===== src/rtl/misc_pkg.sv =====
// Shared constants for the misc register block and its Wishbone poller:
// register addresses, record magic and poller state encodings.
package misc_pkg;

  localparam logic [7:0] MISC_ADDR_BOOT = 8'h00;
  localparam logic [7:0] MISC_ADDR_E1_0 = 8'h04;
  localparam logic [7:0] MISC_ADDR_E1_1 = 8'h05;
  localparam logic [7:0] MISC_ADDR_TIME = 8'h07;

  localparam logic [7:0] REC_MAGIC = 8'hA5;

  typedef enum logic [1:0] {
    ST_IDLE,
    ST_RD,
    ST_GAP,
    ST_EMIT
  } poll_state_t;

endpackage


===== src/rtl/misc_poller.sv =====
// Wishbone initiator that reads the two E1 capture counters and the time counter
// on each trigger and streams them out as a 4-word record.
module misc_poller
  import misc_pkg::*;
#(
  parameter logic [7:0] ADDR_E1_0 = MISC_ADDR_E1_0,
  parameter logic [7:0] ADDR_E1_1 = MISC_ADDR_E1_1,
  parameter logic [7:0] ADDR_TIME = MISC_ADDR_TIME,
  parameter int         TIMEOUT   = 15
) (
  input  logic        clk,
  input  logic        rst,
  input  logic        trig,
  output logic [7:0]  wb_addr,
  output logic [31:0] wb_wdata,
  output logic        wb_we,
  output logic        wb_cyc,
  input  logic [31:0] wb_rdata,
  input  logic        wb_ack,
  output logic [31:0] out_data,
  output logic        out_last,
  output logic        out_valid,
  input  logic        out_ready
);

  localparam logic [7:0] TIMEOUT_M1 = 8'(TIMEOUT - 1);

  poll_state_t r_state, w_stateNext;
  logic [1:0]  r_idx, w_idxNext;
  logic [1:0]  r_wordIdx;
  logic [7:0]  r_toCnt;
  logic [2:0]  r_toFlag, w_toFlagNext;
  logic [7:0]  r_seq, r_drops, r_hdrDrops;
  logic [31:0] r_buf0, r_buf1, r_buf2;
  logic        r_cyc, r_valid, r_outLast;
  logic [7:0]  r_addr;
  logic [31:0] r_outData;
  logic        w_hs, w_accept, w_rdDone, w_timedOut;
  logic [31:0] w_rdWord, w_hdrWord;

  function automatic logic [7:0] addrOf(input logic [1:0] idx);
    case (idx)
      2'd0:    return ADDR_E1_0;
      2'd1:    return ADDR_E1_1;
      default: return ADDR_TIME;
    endcase
  endfunction

  always_ff @(posedge clk) begin
    if (rst) r_state <= ST_IDLE;
    else     r_state <= w_stateNext;
  end

  // The last read goes straight to EMIT: its cyc-low cycle is the first valid cycle.
  always_comb begin
    w_stateNext  = r_state;
    w_idxNext    = r_idx;
    w_accept     = 1'b0;
    w_rdDone     = 1'b0;
    w_timedOut   = 1'b0;
    w_toFlagNext = r_toFlag;
    w_hs         = r_valid & out_ready;
    unique case (r_state)
      ST_IDLE: begin
        if (trig) begin
          w_accept     = 1'b1;
          w_idxNext    = 2'd0;
          w_toFlagNext = 3'b000;
          w_stateNext  = ST_RD;
        end
      end
      ST_RD: begin
        w_timedOut = ~wb_ack & (r_toCnt == TIMEOUT_M1);
        w_rdDone   = wb_ack | w_timedOut;
        if (w_timedOut) w_toFlagNext = r_toFlag | 3'(3'b001 << r_idx);
        if (w_rdDone) w_stateNext = (r_idx == 2'd2) ? ST_EMIT : ST_GAP;
      end
      ST_GAP: begin
        w_idxNext   = r_idx + 2'd1;
        w_stateNext = ST_RD;
      end
      ST_EMIT: begin
        if (w_hs && r_wordIdx == 2'd3) w_stateNext = ST_IDLE;
      end
      default: w_stateNext = ST_IDLE;
    endcase
  end

  assign w_rdWord  = w_timedOut ? 32'hFFFF_FFFF : wb_rdata;
  assign w_hdrWord = {REC_MAGIC, 5'b0, w_toFlagNext, r_seq, r_hdrDrops};

  always_ff @(posedge clk) begin
    if (rst) begin
      r_idx      <= 2'd0;
      r_wordIdx  <= 2'd0;
      r_toCnt    <= 8'd0;
      r_toFlag   <= 3'b000;
      r_seq      <= 8'd0;
      r_drops    <= 8'd0;
      r_hdrDrops <= 8'd0;
      r_buf0     <= 32'd0;
      r_buf1     <= 32'd0;
      r_buf2     <= 32'd0;
      r_cyc      <= 1'b0;
      r_addr     <= ADDR_E1_0;
      r_valid    <= 1'b0;
      r_outData  <= 32'd0;
      r_outLast  <= 1'b0;
    end else begin
      r_idx    <= w_idxNext;
      r_toFlag <= w_toFlagNext;
      r_cyc    <= (w_stateNext == ST_RD);
      r_addr   <= addrOf(w_idxNext);
      r_valid  <= (w_stateNext == ST_EMIT);

      if (w_accept) begin
        r_hdrDrops <= r_drops;
        r_drops    <= 8'd0;
      end else if (trig && r_state != ST_IDLE && r_drops != 8'hFF) begin
        r_drops <= r_drops + 8'd1;
      end

      if (r_state == ST_RD && !w_rdDone) r_toCnt <= r_toCnt + 8'd1;
      else                               r_toCnt <= 8'd0;

      if (w_rdDone) begin
        case (r_idx)
          2'd0:    r_buf0 <= w_rdWord;
          2'd1:    r_buf1 <= w_rdWord;
          default: r_buf2 <= w_rdWord;
        endcase
      end

      // Output word k+1 comes from buffer k; the header is built on entry to EMIT.
      if (r_state == ST_RD && w_stateNext == ST_EMIT) begin
        r_outData <= w_hdrWord;
        r_outLast <= 1'b0;
        r_wordIdx <= 2'd0;
      end else if (w_hs) begin
        if (r_wordIdx == 2'd3) begin
          r_seq     <= r_seq + 8'd1;
          r_outData <= 32'd0;
          r_outLast <= 1'b0;
        end else begin
          r_wordIdx <= r_wordIdx + 2'd1;
          r_outLast <= (r_wordIdx == 2'd2);
          case (r_wordIdx)
            2'd0:    r_outData <= r_buf0;
            2'd1:    r_outData <= r_buf1;
            default: r_outData <= r_buf2;
          endcase
        end
      end
    end
  end

  assign wb_cyc    = r_cyc;
  assign wb_addr   = r_addr;
  assign wb_we     = 1'b0;
  assign wb_wdata  = 32'd0;
  assign out_valid = r_valid;
  assign out_data  = r_outData;
  assign out_last  = r_outLast;

endmodule


===== config.mk =====
export PLATFORM = sky130hd
export DESIGN_NAME = misc_poller
export DESIGN_NICKNAME = d
export VERILOG_FILES = /design/src/rtl/misc_pkg.sv /design/src/rtl/misc_poller.sv
export SDC_FILE = /design/constraint.sdc
export NUM_CORES = 1
export LEC_CHECK = 0
export BUFFER_PORTS_ARGS = -buffer_cell sky130_fd_sc_hd__buf_4
export CAP_MARGIN = 20
export CORE_MARGIN = 2
export CORE_UTILIZATION = 50
export DETAILED_ROUTE_END_ITERATION = 8
export PLACE_DENSITY = 0.69
export REMOVE_ABC_BUFFERS = 1
export SETUP_SLACK_MARGIN = 0.1
export SLEW_MARGIN = 40
export SYNTH_ARGS = -nofsm -noshare
export SYNTH_HDL_FRONTEND = slang
export SYNTH_SLANG_ARGS = --single-unit
export TNS_END_PERCENT = 100

===== constraint.sdc =====
create_clock -name clk -period 2.21 [get_ports clk]
set_clock_uncertainty 0.15 [all_clocks]
set_input_delay 0.221 -clock clk [delete_from_list [all_inputs] [get_ports clk]]
set_output_delay 0.221 -clock clk [all_outputs]
set_load 0.05 [all_outputs]

== After elaboration in Yosys (flattened, before gate mapping) ==
Index checks and enable logic that the tools add are counted.
Word-level totals
  bits in registers: 180
  output and inout port bits: 76
  logic and storage cells: 87
Cells by class
  add/sub/neg operators: 5
  eq/ne operators: 13
  shifts and indexed selects: 1
  mux-type cells: 21
  bitwise operators: 9
  reduce and logical (&&, ||, !) cells: 21
Operators with widths (count)
  32-bit 2-to-1 mux: 4
  32-bit one-hot mux with 2 select lines: 1
  8-bit by 1-bit adder with 8-bit output, second input constant: 3
  2-bit equality test, second input constant: 6
  2-bit by 1-bit equality test with 1-bit output, second input constant: 5
  8-bit by 4-bit equality test with 1-bit output, second input constant: 1
  2-bit zero test: 4
  2-bit 2-to-1 mux: 4
  8-bit != test, second input constant: 1
  2-bit one-hot mux with 2 select lines: 2
  2-bit one-hot mux with 4 select lines: 1
  2-bit AND reduction: 4
  2-bit OR reduction: 4
  1-bit 2-to-1 mux: 6
  3-bit 2-to-1 mux: 2
  3-bit one-hot mux with 2 select lines: 1
  1-bit logical AND: 5
  1-bit NOT: 5
  2-bit by 1-bit adder with 2-bit output, second input constant: 2
  2-bit nonzero test: 2
  3-bit bitwise OR: 1
  3-bit AND reduction: 1
  1-bit by 2-bit << shifter with 3-bit output, first input constant: 1
  1-bit bitwise AND: 2
  other kinds (2): 2

== Longest topological paths before layout ==
  depth in word-level cells: 9
  mapped depth: 9
  depth with buffers taken out: 6

== Worst setup path before layout ==
No wires, ideal clock.
  path kind: flip-flop to flip-flop
  start: reg r_valid, in the netlist out_valid
  end: reg r_outData[10], in the netlist out_data[10]
  setup time: 0.086 ns
  arrival: 1.785 ns
  path slack: 0.190 ns
  cell stages (with the launch flop): 7
  buffers on the path: 2
  clock period less this slack: 2.020 ns
  cell sequence: dfxtp_1 -> nand2_1 -> or2_1 -> buf_2 -> clkbuf_1 -> a2bb2oi_1 -> a211oi_1
Between the ends
  cells in the longest elaborated chain, start to end: 7
  elaborated cells on any way between the ends: 8
  classes of those cells: eq/ne: 1; mux: 3; bitwise: 1; reduce/logical: 3
RTL lines
  start, declared: line misc_poller.sv:35  | logic r_cyc, r_valid, r_outLast;
  start signal, assigned: line misc_poller.sv:114  | r_valid <= (w_stateNext == ST_EMIT);
  1-bit bitwise AND (*): line misc_poller.sv:62  | w_hs = r_valid & out_ready;
  1-bit logical AND: line misc_poller.sv:83  | if (w_hs && r_wordIdx == 2'd3) w_stateNext = ST_IDLE;
  2-bit 2-to-1 mux: line misc_poller.sv:83
  2-bit one-hot mux with 4 select lines: line misc_poller.sv:63  | unique case (r_state)
  2-bit equality test: line misc_poller.sv:135  | if (r_state == ST_RD && w_stateNext == ST_EMIT) begin
  1-bit logical AND: line misc_poller.sv:135
  32-bit 2-to-1 mux or 2-bit nonzero test (tied branches)
  end signal, assigned: line misc_poller.sv:136  | r_outData <= w_hdrWord;
  end signal, assigned: line misc_poller.sv:148  | 2'd0: r_outData <= r_buf0;
  end signal, assigned: line misc_poller.sv:149  | 2'd1: r_outData <= r_buf1;
  end, declared: line misc_poller.sv:37  | logic [31:0] r_outData;
Mark *: on every way between the ends. The rest lies on a longest branch, timed or not.
A chain may end at the register's enable or synchronous reset.

== Final worst setup path ==
  start: reg r_toCnt[0]
  end: reg r_seq[6]
Between the ends
  cells in the longest elaborated chain, start to end: 9
RTL lines
  start, declared: line misc_poller.sv:31  | logic [7:0] r_toCnt;
  start signal, assigned: line misc_poller.sv:123  | if (r_state == ST_RD && !w_rdDone) r_toCnt <= r_toCnt + 8'd1;
  8-bit by 4-bit equality test with 1-bit output: line misc_poller.sv:73  | w_timedOut = ~wb_ack & (r_toCnt == TIMEOUT_M1);
  1-bit bitwise AND: line misc_poller.sv:73
  1-bit bitwise OR: line misc_poller.sv:74  | w_rdDone = wb_ack | w_timedOut;
  2-bit 2-to-1 mux: line misc_poller.sv:76  | if (w_rdDone) w_stateNext = (r_idx == 2'd2) ? ST_EMIT : ST_GAP;
  2-bit one-hot mux with 4 select lines: line misc_poller.sv:63
  2-bit equality test: line misc_poller.sv:135
  1-bit logical AND: line misc_poller.sv:135
  1-bit NOT (no source line)
  3-bit AND reduction (no source line)
  end signal, assigned: line misc_poller.sv:141  | r_seq <= r_seq + 8'd1;
  end, declared: line misc_poller.sv:33  | logic [7:0] r_seq, r_drops, r_hdrDrops;
No other way between the ends.

==> metrics.txt <==
# TYPE chip_impl_metric gauge
chip_impl_metric{name="floorplan.initialDensity",unit="%"} 51.28
chip_impl_metric{name="synth-edff-count",unit=""} 0
chip_impl_metric{name="postPlaceCellArea",unit="µm²"} 8325
chip_impl_metric{name="synthesis.instances",unit=""} 860
chip_impl_metric{name="post_route_cells_drive_above_1_share",unit="%"} 17.41
chip_impl_metric{name="final.min_clock_period",unit="ns"} 2.041
chip_impl_metric{name="finalHoldViolCount",unit=""} 0
chip_impl_metric{name="synth_area_per_cell",unit="µm²"} 9.065
chip_impl_metric{name="setup_viol",unit=""} 0
chip_impl_metric{name="clockPowerShare",unit="%"} 41.0
chip_impl_metric{name="seq_area_frac_synth",unit="%"} 44.68
chip_impl_info{name="cts_tree",value="built"} 1
chip_impl_metric{name="syn-cell-area",unit="µm²"} 7796
chip_impl_metric{name="power_density",unit="nW/µm²"} 728.6
chip_impl_metric{name="post_detailed_placement_half_perimeter_wirelength",unit="mm"} 12.03
chip_impl_metric{name="htree_levels",unit=""} 4
chip_impl_metric{name="whs_path_depth",unit=""} 4
chip_impl_metric{name="slew_of_the_pin_with_the_lowest_slew_margin",unit="ns"} 0.7491
chip_impl_metric{name="gp_congestion",unit=""} 0.8144
chip_impl_info{name="rsz_0062_raised_after_global_routing",value="no"} 1
chip_impl_metric{name="hold-worst-slack",unit="ns"} 0.09343
chip_impl_metric{name="route.detailed.vias_per_inst",unit=""} 5.989
chip_impl_metric{name="diodes",unit=""} 0
chip_impl_metric{name="number_of_detailed_route_iterations_in_the_first_pass",unit=""} 5
chip_impl_info{name="timing.hold.worst.class",value="input port to flip-flop"} 1
chip_impl_metric{name="die_x",unit="µm"} 128.9
chip_impl_info{name="start_kind",value="flip-flop"} 1
chip_impl_info{name="timing.critical_path.to_type",value="flip-flop"} 1
chip_impl_metric{name="critical_path.max_fanout",unit=""} 8
chip_impl_metric{name="maxCapViolations",unit=""} 0
chip_impl_metric{name="setup_slack",unit="ns"} 0.1691
chip_impl_info{name="synth_flop_cell",value="dfxtp_1"} 1
chip_impl_metric{name="global_route.usage.total",unit="%"} 24.84
chip_impl_metric{name="floorplan.core_area",unit="µm²"} 15200
chip_impl_metric{name="grt_remaining_overflow",unit=""} 0
chip_impl_metric{name="count_of_final_max_slew_check_failures",unit=""} 0
chip_impl_metric{name="total_leakage_power",unit="nW"} 3.529
chip_impl_info{name="clock-root-buffer",value="clkbuf_16"} 1
chip_impl_metric{name="finalCoreUtilization",unit="%"} 61.80
chip_impl_metric{name="core.rowCount",unit=""} 45
chip_impl_metric{name="power.switching_fraction",unit="%"} 27.13
chip_impl_metric{name="grt_first_pass_wirelength",unit="mm"} 32.75
chip_impl_metric{name="worstSkewPairLatency",unit="ns"} 0.43
chip_impl_metric{name="dieArea",unit="µm²"} 16610
chip_impl_info{name="synth_top_cells_by_area",value="dfxtp_1 45%, nor3_1 6.2%, a31oi_1 5.1%"} 1
chip_impl_metric{name="synth_top_area_share",unit="%"} 44.68
chip_impl_metric{name="synth.yosys.warnings",unit=""} 0
chip_impl_metric{name="yosysUniqueCellTypes",unit=""} 50
chip_impl_info{name="synth_top_cell_by_area",value="dfxtp_1"} 1
chip_impl_metric{name="finalCritPeriodShare",unit="%"} 92.35
chip_impl_metric{name="clkSinkCount",unit=""} 174
chip_impl_metric{name="r2r_cells",unit=""} 7
chip_impl_metric{name="cts.path.max_buffers",unit=""} 2
chip_impl_metric{name="route.final.wire_length",unit="mm"} 21.10
chip_impl_metric{name="antenna_found_initial",unit=""} 0
chip_impl_metric{name="drc",unit=""} 0
chip_impl_info{name="status",value="finished, final reports clean"} 1
chip_impl_metric{name="power.switching",unit="mW"} 1.857
chip_impl_metric{name="cts_made_buffers",unit=""} 17
chip_impl_metric{name="floorplan.die.height",unit="µm"} 128.9
chip_impl_metric{name="io-pin-count",unit=""} 113
chip_impl_info{name="timing_worst_setup_path_type",value="flip-flop to flip-flop"} 1
chip_impl_metric{name="number_of_register_bits_inferred_by_synthesis",unit=""} 174
chip_impl_metric{name="vias_in_the_first_global_route",unit=""} 6171
chip_impl_metric{name="p_int",unit="mW"} 4.988
chip_impl_metric{name="seq_power_share",unit="%"} 47.3
chip_impl_metric{name="ir_drop",unit="µV"} 600.2
chip_impl_metric{name="numPortBuffers",unit=""} 73
chip_impl_metric{name="max_clock_freq",unit="GHz"} 0.4900
chip_impl_metric{name="maxSlewHeadroom",unit="%"} 50.06
chip_impl_metric{name="routed_wl_per_cell",unit="µm"} 18.58
chip_impl_metric{name="grt_start_max_net_pins",unit=""} 73
chip_impl_metric{name="async_flop_share",unit="%"} 0
chip_impl_metric{name="worstPathRequired",unit="ns"} 2.38
chip_impl_metric{name="routed-via-count",unit=""} 6804
chip_impl_metric{name="flow.area_growth_from_synthesis",unit="%"} 20.51
chip_impl_metric{name="finish.instance_area",unit="µm²"} 9395
chip_impl_metric{name="clkSlewWorstSetupHoldPaths",unit="ns"} 0.07
chip_impl_metric{name="number_of_drc_violations_after_detailed_routing_iteration_0",unit=""} 695
chip_impl_metric{name="pre_cts_ws",unit="ns"} 0.1352
chip_impl_metric{name="nNetsFinal",unit=""} 984
chip_impl_metric{name="crit_arrival",unit="ns"} 2.21
chip_impl_metric{name="post_route_antenna_net_violation_count",unit=""} 0
chip_impl_metric{name="comb_power_share",unit="%"} 11.7
[synth_stat cells (4+ instances only)]
| master | n |
|---|---|
| a211oi_1 | 20 |
| a21oi_1 | 60 |
| a22o_1 | 32 |
| a2bb2oi_1 | 32 |
| a31oi_1 | 64 |
| and3_1 | 6 |
| buf_2 | 14 |
| buf_4 | 43 |
| buf_6 | 13 |
| clkbuf_1 | 50 |
| dfxtp_1 | 174 |
| ha_1 | 11 |
| inv_1 | 7 |
| mux2_1 | 6 |
| nand2_1 | 27 |
| nand3_1 | 17 |
| nand4_1 | 4 |
| nor2_1 | 87 |
| nor2b_1 | 8 |
| nor3_1 | 96 |
| o21ai_0 | 5 |
| o221a_1 | 30 |
| or3_1 | 4 |
| xor2_1 | 6 |
[critical path, cell delays in order (launching register included)]
cell and delay, ns:
dfxtp_2 0.32, inv_1 0.04, ha_2 0.16, and4b_2 0.25, buf_6 0.13, a211o_4 0.38, a21oi_1 0.17, mux2_1 0.33
[path summary, 6_finish.rpt]
kind / start / slack (ns) / to
max: r_toCnt[0]$_SDFF_PP0_ / 0.17 / r_seq[6]$_SDFFE_PP0P_
min: wb_ack / 0.09 / r_toFlag[2]$_SDFF_PP0_
max reg2reg: r_toCnt[0]$_SDFF_PP0_ / 0.17 / r_seq[6]$_SDFFE_PP0P_
min reg2reg: r_hdrDrops[5]$_SDFFE_PP0P_ / 0.31 / r_hdrDrops[5]$_SDFFE_PP0P_
[cell type report]
type | count | area (µm²)
clock buffers | 20 | 456.7
clock inverters | 11 | 82.58
fillers | 1303 | 5807
inverters | 7 | 26.28
multi-input cells | 594 | 3777
flip-flops and latches | 174 | 3485
well taps | 188 | 235.2
repair buffers | 142 | 1333
[layer usage]
metal / part of all wire [%] / vias to the layer above / track usage [%]
li1: - / 3249 / -
met5: 0 / - / 0
met2: 46 / 242 / 38.44
met1: 46 / 3281 / 34.83
met4: 2.0 / 0 / 8.760
met3: 5.6 / 32 / 4.699
[power by group through the flow]
stage          registers [mW]  clock network, mW  logic (mW)
5_1_grt                  3.24               2.98       0.854
6_report                 3.24               2.81       0.801
4_1_cts                  3.23               2.83       0.770
2_1_floorplan            3.32                  0       0.442
3_5_place_dp             3.30                  0       0.720
3_3_place_gp             3.30                  0       0.718
[kinds of logic after synthesis]
group                      count (synthesis)  synth area share, %
AOI/OAI and AO/OA                        259                24.83
xor gates and xnor gates                   9                1.011
adders and majority gates                 11                1.765
buffers and inverters                    129                9.758
DFF                                      174                44.68
muxes                                      9                1.252
other                                      2              0.09633
and+or+nand+nor                          267                16.61
[repair_timing]
item / in CTS / in global routing
resized for setup: 0 / 23
hold buffers: 34 / 0
setup endpoints to repair: 0 / 78
endpoints found under the hold margin: 103 / 0
buffers inserted: 0 / 3
[registers in the layout, indices dropped and copies added, names as in the netlist]
register	flops
wb_cyc	1
r_state	2
r_hdrDrops	8
r_idx	2
out_valid	1
out_data	32
r_seq	8
out_last	1
r_drops	8
r_toCnt	8
wb_addr	2
r_buf2	32
r_wordIdx	2
r_buf0	32
r_toFlag	3
r_buf1	32
[per-stage QoR]
stage	total power [mW]	setup TNS, ns	std cells
global placement	4.021	0	1065
floorplan	3.761	-305.32	775
global route	7.073	0	1136
finish	6.846	0	1136
CTS	6.836	0	1130
detailed placement	4.024	0	1065
[cells in the final DEF (no fill, tap or decap), types with 4 or more instances in the layout]
master,count
mux2_4,4
o21ai_0,5
nor2b_1,7
buf_4,94
dfxtp_1,173
nand4_1,4
inv_6,5
nor2_1,86
dlygate4sd3_1,34
a31oi_1,64
nand3_1,16
a22o_1,32
a2bb2oi_1,32
and3_1,6
clkbuf_16,20
o221a_1,30
a211oi_1,20
nor3_1,96
nand2_1,26
or3_1,4
inv_1,7
buf_12,10
a21oi_1,56
conb_1,39
xor2_1,6
ha_1,9
Power figures use the tool's default switching activity.
